==> src/rtl/counter_sweep_ctrl.sv <==
// rtl/counter_sweep_ctrl.sv - triangle-sweep sequencer around an up/down counter
//
// Purpose: on an accepted start, drives count from lo up to hi, back down to lo,
//          and so on for a programmed number of monotonic legs.
// Ports:
//   clk, reset        clock; synchronous active-high reset
//   start             sweep request, sampled only while idle
//   lo, hi, legs      sweep configuration, latched on an accepted start
//   pause             freezes an active sweep while high
//   count             registered counter value
//   up_down           direction of the next step (1 = up)
//   busy              sweep in progress
//   done              one-cycle pulse after the final step
//   err               one-cycle pulse on a rejected start (lo >= hi or legs == 0)
module counter_sweep_ctrl #(
    parameter int WIDTH = 4,
    parameter int LEG_W = 4
) (
    input  logic             clk,
    input  logic             reset,
    input  logic             start,
    input  logic [WIDTH-1:0] lo,
    input  logic [WIDTH-1:0] hi,
    input  logic [LEG_W-1:0] legs,
    input  logic             pause,
    output logic [WIDTH-1:0] count,
    output logic             up_down,
    output logic             busy,
    output logic             done,
    output logic             err
);

    typedef enum logic [1:0] {
        IDLE = 2'd0,
        UP   = 2'd1,
        DOWN = 2'd2,
        DONE = 2'd3
    } state_t;

    state_t           state, state_n;
    logic [WIDTH-1:0] count_n;
    logic [WIDTH-1:0] lo_q, lo_n;
    logic [WIDTH-1:0] hi_q, hi_n;
    logic [LEG_W-1:0] legs_left, legs_n;
    logic             up_down_n;
    logic             busy_n;
    logic             done_n;
    logic             err_n;

    always_ff @(posedge clk) begin
        if (reset) begin
            state     <= IDLE;
            count     <= '0;
            up_down   <= 1'b1;
            busy      <= 1'b0;
            done      <= 1'b0;
            err       <= 1'b0;
            lo_q      <= '0;
            hi_q      <= '0;
            legs_left <= '0;
        end else begin
            state     <= state_n;
            count     <= count_n;
            up_down   <= up_down_n;
            busy      <= busy_n;
            done      <= done_n;
            err       <= err_n;
            lo_q      <= lo_n;
            hi_q      <= hi_n;
            legs_left <= legs_n;
        end
    end

    always_comb begin
        state_n   = state;
        count_n   = count;
        up_down_n = up_down;
        busy_n    = busy;
        done_n    = 1'b0;
        err_n     = 1'b0;
        lo_n      = lo_q;
        hi_n      = hi_q;
        legs_n    = legs_left;

        case (state)
            IDLE: begin
                if (start) begin
                    if ((lo < hi) && (legs != '0)) begin
                        lo_n      = lo;
                        hi_n      = hi;
                        legs_n    = legs;
                        count_n   = lo;
                        up_down_n = 1'b1;
                        busy_n    = 1'b1;
                        state_n   = UP;
                    end else begin
                        err_n = 1'b1;
                    end
                end
            end

            UP: begin
                if (!pause) begin
                    count_n = count + WIDTH'(1);
                    // Ending the leg one step early keeps count inside
                    // [lo_q, hi_q] even when hi_q is the all-ones value.
                    if (count == hi_q - WIDTH'(1)) begin
                        legs_n = legs_left - LEG_W'(1);
                        if (legs_left == LEG_W'(1)) begin
                            state_n = DONE;
                            busy_n  = 1'b0;
                            done_n  = 1'b1;
                        end else begin
                            state_n   = DOWN;
                            up_down_n = 1'b0;
                        end
                    end
                end
            end

            DOWN: begin
                if (!pause) begin
                    count_n = count - WIDTH'(1);
                    if (count == lo_q + WIDTH'(1)) begin
                        legs_n = legs_left - LEG_W'(1);
                        if (legs_left == LEG_W'(1)) begin
                            state_n = DONE;
                            busy_n  = 1'b0;
                            done_n  = 1'b1;
                        end else begin
                            state_n   = UP;
                            up_down_n = 1'b1;
                        end
                    end
                end
            end

            DONE: begin
                state_n = IDLE;
            end

            default: begin
                state_n = IDLE;
            end
        endcase
    end

endmodule

==> config.mk <==
export PLATFORM = sky130hd
export DESIGN_NAME = counter_sweep_ctrl
export DESIGN_NICKNAME = d
export VERILOG_FILES = /design/src/rtl/counter_sweep_ctrl.sv
export SDC_FILE = /design/constraint.sdc
export NUM_CORES = 1
export LEC_CHECK = 0
export ABC_CLOCK_PERIOD_IN_PS = 6650
export BUFFER_PORTS_ARGS = -buffer_cell sky130_fd_sc_hd__buf_2
export CAP_MARGIN = 40
export CORE_ASPECT_RATIO = 1.75
export CORE_MARGIN = 2
export CORE_UTILIZATION = 35
export CTS_BUF_LIST = sky130_fd_sc_hd__clkbuf_8 sky130_fd_sc_hd__clkbuf_16
export CTS_CLUSTER_SIZE = 16
export DETAILED_ROUTE_END_ITERATION = 10
export PLACE_DENSITY_LB_ADDON = 0.05
export SLEW_MARGIN = 15
export SYNTH_ARGS = -nofsm -noshare
export SYNTH_HDL_FRONTEND = slang
export SYNTH_SLANG_ARGS = --single-unit
==> constraint.sdc <==
create_clock -name clk -period 6.65 [get_ports clk]
set_input_delay 0.3325 -clock clk [delete_from_list [all_inputs] [get_ports clk]]
set_output_delay 0.3325 -clock clk [all_outputs]
set_load 0.005 [all_outputs]
# Word-level counts from Yosys, hierarchy flattened
# Cells that the tools add are included.
[word_totals]
word_cells = 84
input_bits = 16
ff_bits = 22
out_inout_bits = 8
[op_classes]
n_reduce_logical = 10
bitwise = 2
eq_ne = 14
order_cmp = 1
addsub = 5
muxes = 43
[op_table]
columns = ["op", "count"]
rows = [
  ["$mux 4", 10],
  ["$pmux 4 s3", 2],
  ["$mux 1", 20],
  ["$ne 2x2->1 const B", 8],
  ["$mux 2", 7],
  ["$sub 4x1->4 const B", 3],
  ["$reduce_and 9->1", 1],
  ["$add 4x1->4 const B", 2],
  ["$eq 4x4->1", 2],
  ["$pmux 2 s4", 1],
  ["$reduce_and 7->1", 1],
  ["$pmux 1 s3", 2],
  ["$reduce_and 6->1", 1],
  ["$reduce_and 5->1", 1],
  ["$eq 2x2->1 const B", 2],
  ["$eq 4x1->1 const B", 1],
  ["$lt 4x4->1", 1],
  ["$reduce_bool 4->1", 1],
  ["$reduce_and 3->1", 1],
  ["$reduce_bool 3->1", 1],
  ["$reduce_or 3->1", 1],
  ["$eq 2x1->1 const B", 1],
  ["$logic_not 2->1", 1],
  ["$not 1->1", 2],
  ["other kinds (2)", 2],
]

# Longest topological paths before layout
# Gate-level depths: netlist of run 1.
[logic_depth]
ltp_word = 5
depth_mapped = 9
mapped_depth_nobuf = 9

# Worst setup path before layout of run 1
# Ideal clock, no wire load.
[synth_path]
path_type = "register -> register"
start = "reg state[0]"
end = "reg up_down"
arrival_ns = 2.218
period_less_slack_ns = 2.349
stages_incl_launch_ff = 10
slack_ns = 4.301
required_ns = 6.518
cell_sequence = "dfxtp_1 > inv_1 > ha_1 > o21ai_0 > nand2_1 > a2111o_1 > a2111o_1 > buf_2 > o21ai_0 > o311ai_1"
[synth_between]
elab_chain_len = 3
[synth_lines]
columns = ["item", "line_no", "source"]
rows = [
  ["from (decl)", "40", "state_t state, state_n;"],
  ["from (signal assigned)", "62", "state <= state_n;"],
  ["$eq 2x2->1, or another cell as far along", "85", "case (state)"],
  ["$ne 2x2->1 (no source line) or $reduce_bool 3->1 (tied branches)", "--", ""],
  ["$reduce_and 9->1 (no source line)", "--", ""],
  ["to (signal assigned)", "64", "up_down <= up_down_n;"],
  ["to (decl)", "27", "output logic up_down,"],
]
# Several ways; a longest one is shown, not always the timed one.
# A chain may end at the register's enable or synchronous reset.

# Worst setup path after layout of run 1
[layout_path]
start = "reg state[0]"
end = "reg legs_left[0]"
[layout_between]
elab_chain_len = 3
[layout_lines]
columns = ["item", "line_no", "source"]
rows = [
  ["$eq 2x2->1, or another cell as far along", "85", ""],
  ["$ne 2x2->1 (no source line) or $reduce_bool 3->1 (tied branches)", "--", ""],
  ["$reduce_and 7->1 (no source line)", "--", ""],
  ["to (signal assigned)", "70", "legs_left <= legs_n;"],
  ["to (decl)", "44", "logic [LEG_W-1:0] legs_left, legs_n;"],
]
# Several ways; a longest one is shown, not always the timed one.

==> results by group, run 1 <==
Status
  – Outcome: finished, final reports clean

STA
  – Tmin final: 2750 ps
  – Final setup TNS: 0 ps
  – Max_slew headroom: 0.567
  – Final Hold Vio Count: 0
  – Max Slew Vio Count: 0
  – FMAX: 0.364 GHz
  – RSZ-0062 raised after global routing: no
  – Final period util: 0.413
  – # setup viols final: 0
  – Final setup margin: 3900 ps
  – Maximum clock skew at final layout: 2.05 ps
  – Least-Margin Pin Slew: 649 ps
  – Hold WS: 245 ps

Die
  – Die width: 52.6 um
  – I/O Pins: 24
  – Initial Util: 0.370
  – Chip height: 89.0 um
  – Row count: 30
  – Area of the core: 0.00390 mm^2
  – Die ar.: 0.00468 mm^2

Place
  – Place WS: 3900 ps
  – Area post-placement: 0.00160 mm^2
  – Post-detail-place hpwl: 2730 um
  – # port buffers: 23
  – Placed cells: 232
  – GPL Wtd Cong: 0.780

Setup path
  – RR Startpoint: state[0]
  – Critical Path RT: 6850 ps
  – Setup crit start kind: register
  – Worst Reg-to-Reg Cells: 8
  – Worst-path maximum fanout: 12
  – FF-to-FF setup slack: 3900 ps
  – FF-to-FF End: legs_left[0]
  – Arrival time at the worst endpoint: 2950 ps
  – Critical path class: register to register
  – Crit. End Element: register

Clock tree
  – CTS Hold Buffers Added: 0
  – Clk slew on worst S/H paths: 80 ps
  – Post-CTS sizing: 0
  – CTS Buf Count: 3
  – Max H-tree Level: 1
  – CTS tree: yes
  – Setup Buffers After CTS: 0
  – Maximum clock path buffer count: 2
  – CTS sink cnt: 22
  – Skew-Pair Late Insertion Delay: 260 ps
  – Root Buffer Master: clkbuf_8

Global route
  – GRT Overall Usage: 0.173
  – First-pass GRT wire length: 5890 um
  – Number of global-route vias before repair: 1265
  – Grt ovf: 0
  – Initial antenna violation count: 0
  – Pin count of the biggest net entering global routing: 24

Detailed routing
  – Drt drc: 0
  – Drt wl/cell: 14.8 um
  – TritonRoute pass-1 iters: 3
  – Via-to-Cell Ratio: 5.22
  – Vias: 1226
  – Drt total wl: 3490 um
  – ANT nets after route: 0
  – 1st-iter DRT viols: 9

Power
  – Power Total: 0.673 mW
  – Leak: 0.747 nW
  – Psw: 0.293 mW
  – Peak VDD IR: 0.190 mV
  – Internal power: 0.380 mW
  – Reg power frac: 0.323
  – Share of power burned in the clock network: 0.126
  – Sw frac: 0.436
  – Power density over the cells: 410 mW/mm^2
  – Part of the power in combinational logic: 0.552

Yosys
  – Commonest register cell after synthesis: dfxtp_1
  – Most area-consuming cells after synthesis: dfxtp_1 (31%), ha_1 (12%), mux2i_1 (9.0%)
  – Count leader, synth: dfxtp_1
  – Warnings from Yosys: 0
  – Yosys reg bits: 22
  – Area leader, netlist: dfxtp_1
  – Top cell type's share of synthesized area: 0.305
  – Asr flop ratio synth: 0
  – Top post-synthesis cells by count: dfxtp_1 (22), inv_1 (16), nor2_1 (16)
  – Post-Syn Instances: 166
  – Cell Area, Synth: 0.00144 mm^2
  – Netlist cell types: 35
  – Post-Syn Area per Cell: 8.70 um^2
  – EDFF count, synth: 0
  – Syn Nets: 197
  – Post-synthesis sequential area ratio: 0.305

Layout
  – Util after Layout: 0.420
  – Layout net count: 220
  – Share of layout cells above drive strength 1: 0.155
  – Final cell count without fillers: 235
  – Non-Filler Cell Area, Final: 0.00164 mm^2
  – Diode count: 0
  – Area Growth Syn to Fin: 13.6%

Worst hold path
  – Worst hold path depth: 2
  – Hold Startpoint: pause
  – Hold path endpoint: done
  – Min-Delay Path Class: input pin to register

Flow run
  – MaxCap Viol Count: 0
==> flip-flops by register name, summed over array words and instances, names as in the netlist <==
name       count
busy           1
count          4
done           1
err            1
hi_q           4
legs_left      4
lo_q           4
state          2
up_down        1
==> worst max-delay path, cell delays in order, from the launching register on <==
cell and delay (ps):
dfxtp_1 410, inv_1 120, ha_1 310, o21ai_0 260
nand2_1 80, a2111o_1 430, a2111o_1 540, or3_1 390
a21oi_1 130
==> kinds of logic after synthesis <==
group	share of synthesized area
simple gates	0.141
compound gates	0.182
flops	0.305
buf+inv	0.0555
xor+xnor	0.0910
fa+ha+maj	0.135
mux	0.0901
==> worst max-delay path by stage <==
stage | startpoint | endpoint | slack, ps
6_report | state[0] | legs_left[0] | 3900
5_1_grt | state[0] | legs_left[0] | 3660
4_1_cts | state[0] | legs_left[0] | 3890
3_5_place_dp | state[0] | legs_left[0] | 3900
3_3_place_gp | state[0] | legs_left[0] | 4010
2_1_floorplan | state[0] | up_down | 4300
==> power groups by stage <==
stage / clock network, mW / logic, mW / registers, mW
2_1_floorplan: 0 / 0.289 / 0.210
3_3_place_gp: 0 / 0.366 / 0.219
3_5_place_dp: 0 / 0.376 / 0.222
4_1_cts: 0.0904 / 0.377 / 0.218
5_1_grt: 0.0956 / 0.426 / 0.224
6_report: 0.0846 / 0.371 / 0.217
==> cells in the final DEF, fill, tap and decap left out, drive strengths merged, types with 3 or more instances in the layout <==
| master | n |
|---|---|
| a211oi | 4 |
| a21oi | 11 |
| a31o | 3 |
| buf | 23 |
| clkbuf | 3 |
| dfxtp | 22 |
| ha | 14 |
| inv | 16 |
| mux2i | 13 |
| nand2 | 6 |
| nand2b | 5 |
| nor2 | 16 |
| nor3 | 4 |
| o21ai | 6 |
| o31a | 3 |
| xnor2 | 11 |
| xor2 | 4 |
==> layout make-up <==
| cell class | instances | area (um^2) |
|---|---|---|
| Multi-Input combinational cell | 123 | 923 |
| Fill cell | 420 | 2260 |
| Sequential cell | 22 | 440 |
| Timing Repair Buffer | 23 | 115 |
| Clock buffer | 3 | 41.3 |
| Inverter | 16 | 60.1 |
| Tap cell | 48 | 60.1 |
==> routing by layer <==
| layer | vias to the layer above | GRT usage | part of all wire |
|---|---|---|---|
| met5 | - | 0 | 0 |
| met3 | 7 | 0.0151 | 0.020 |
| li1 | 621 | - | - |
| met4 | 0 | 0.0769 | 0.028 |
| met2 | 17 | 0.352 | 0.57 |
| met1 | 581 | 0.164 | 0.38 |
(Power assumes the default switching activity.)
==> inputs of run 2 (changes only) <==
ABC_CLOCK_PERIOD_IN_PS = 2900   (was 6650)
clock period = 2.9 ns   (was 6.65 ns; I/O delays follow)
==> results by group, run 2 (synthesized netlist as in run 1, its figures left out) <==
Layout
  – Diode count: 0
  – Layout net count: 223
  – Storage cell area: 440 um^2
  – Layout filler cell count: 405
  – Most common cell after layout, fill and taps aside: buf_2
  – Area of the multi-input gates: 923 um^2
  – Area Growth Syn to Fin: 15.2%
  – Share of layout cells above drive strength 1: 0.168
  – Commonest cells after routing, fill and taps aside: buf_2 (23), dfxtp_1 (22), inv_1 (16), nor2_1 (16), ha_1 (14)

Detailed routing
  – Drt total wl: 3520 um
  – TritonRoute pass-1 iters: 4
  – Drt wl/cell: 14.8 um
  – Via-to-Cell Ratio: 5.15
  – ANT nets after route: 0
  – Drt drc: 0
  – 1st-iter DRT viols: 18
  – Vias: 1226

Setup path
  – Critical path class: register to register
  – Slowest stage delay, CP: 530 ps
  – FF-to-FF setup slack: 220 ps
  – Worst-path cell chain: inv_1, ha_1, o21ai_0, nand2_1, a2111o_1, a2111o_1, or3_1, a21oi_1
  – CP bufs+invs: 1
  – Crit. path cell count: 8
  – Arrival time at the worst endpoint: 2880 ps
  – Worst path slowest cell: a2111o_1
  – Crit. End Element: register
  – Crit path max-delay family: compound AO/OA/AOI/OAI gates
  – Worst Reg-to-Reg Cells: 8
  – Critical Path RT: 3100 ps
  – Top cell by count, worst path: a2111o_1
  – Worst-path maximum fanout: 12
  – FF-to-FF End: legs_left[0]
  – Setup crit start kind: register
  – RR Startpoint: state[0]

Clock tree
  – Maximum clock path buffer count: 2
  – Root Buffer Master: clkbuf_8
  – CTS tree: yes
  – Post-CTS sizing: 0
  – Setup Buffers After CTS: 0
  – CTS Buf Count: 3
  – CTS Hold Buffers Added: 0
  – CTS sink cnt: 22
  – Skew-Pair Late Insertion Delay: 260 ps
  – Clk slew on worst S/H paths: 80 ps
  – Max H-tree Level: 1

Die
  – Row count: 30
  – Die width: 52.6 um
  – Chip height: 89.0 um
  – Initial Util: 0.370
  – I/O Pins: 24
  – Area of the core: 0.00390 mm^2
  – Die ar.: 0.00468 mm^2

Power
  – Leak: 0.762 nW
  – Peak VDD IR: 0.370 mV
  – Power density over the cells: 941 mW/mm^2

STA
  – Hold WS: 61.6 ps
  – Maximum clock skew at final layout: 2.88 ps
  – FMAX: 0.373 GHz
  – # setup viols final: 0
  – Final setup TNS: 0 ps
  – Final Hold Vio Count: 0
  – Max_slew headroom: 0.589
  – Max Slew Vio Count: 0
  – RSZ-0062 raised after global routing: no
  – Tmin final: 2680 ps
  – Least-Margin Pin Slew: 616 ps
  – Final period util: 0.925

Worst hold path
  – Hold Startpoint: pause
  – Worst hold path depth: 2
  – Hold path endpoint: done
  – Min-Delay Path Class: input pin to register

Global route
  – Number of global-route vias before repair: 1251
  – Pin count of the biggest net entering global routing: 24
  – First-pass GRT wire length: 5970 um
  – Initial antenna violation count: 0
  – GRT Overall Usage: 0.175
  – Grt ovf: 0

Place
  – GPL Wtd Cong: 0.832
  – # port buffers: 23
  – Post-detail-place hpwl: 2800 um

Status
  – Outcome: finished, final reports clean

Flow run
  – MaxCap Viol Count: 0
==> run 2: cell count changes in the layout (fill, tap and decap cells not counted) <==
cell / previous run / this run
buf_4: 0 / 3
==> run 2: worst max path at each step <==
stage | slack (ps) | from | to
6_report | 220 | state[0] | legs_left[0]
3_5_place_dp | 230 | state[0] | legs_left[0]
3_3_place_gp | 330 | state[0] | legs_left[0]
2_1_floorplan | 550 | state[0] | up_down
4_1_cts | 210 | state[0] | legs_left[0]
5_1_grt | 40 | state[0] | legs_left[0]
==> run 2: routing by layer <==
layer,GRT usage,share of wire,vias up
li1,-,-,627
met4,0.0629,0.013,0
met3,0.0217,0.021,4
met5,0,0,-
met2,0.349,0.59,14
met1,0.176,0.38,581
==> run 2: power breakdown <==
| part | switching, mW | internal (mW) | total (mW) |
|---|---|---|---|
| Combinational | 0.466 | 0.411 | 0.877 |
| Clock | 0.0959 | 0.0927 | 0.189 |
| Sequential | 0.111 | 0.389 | 0.500 |
| Total | 0.673 | 0.892 | 1.57 |
==> run 2: area by class of cell <==
type	count	share of cell area
Multi-Input combinational cell	123	0.555
Timing Repair Buffer	26	0.0828
Sequential cell	22	0.265
Inverter	16	0.0361
Clock buffer	3	0.0248
Tap cell	48	0.0361
==> run 2: per-stage QoR <==
step	total power, mW	utilization	instance area [um^2]	instances	setup slack [ps]
floorplan	1.14	-	1440	166	551
global placement	1.36	0.415	1620	235	334
detailed placement	1.40	0.415	1620	235	232
CTS	1.59	0.426	1660	238	213
global route	1.72	0.426	1660	238	42.3
finish	1.57	0.426	1660	238	216
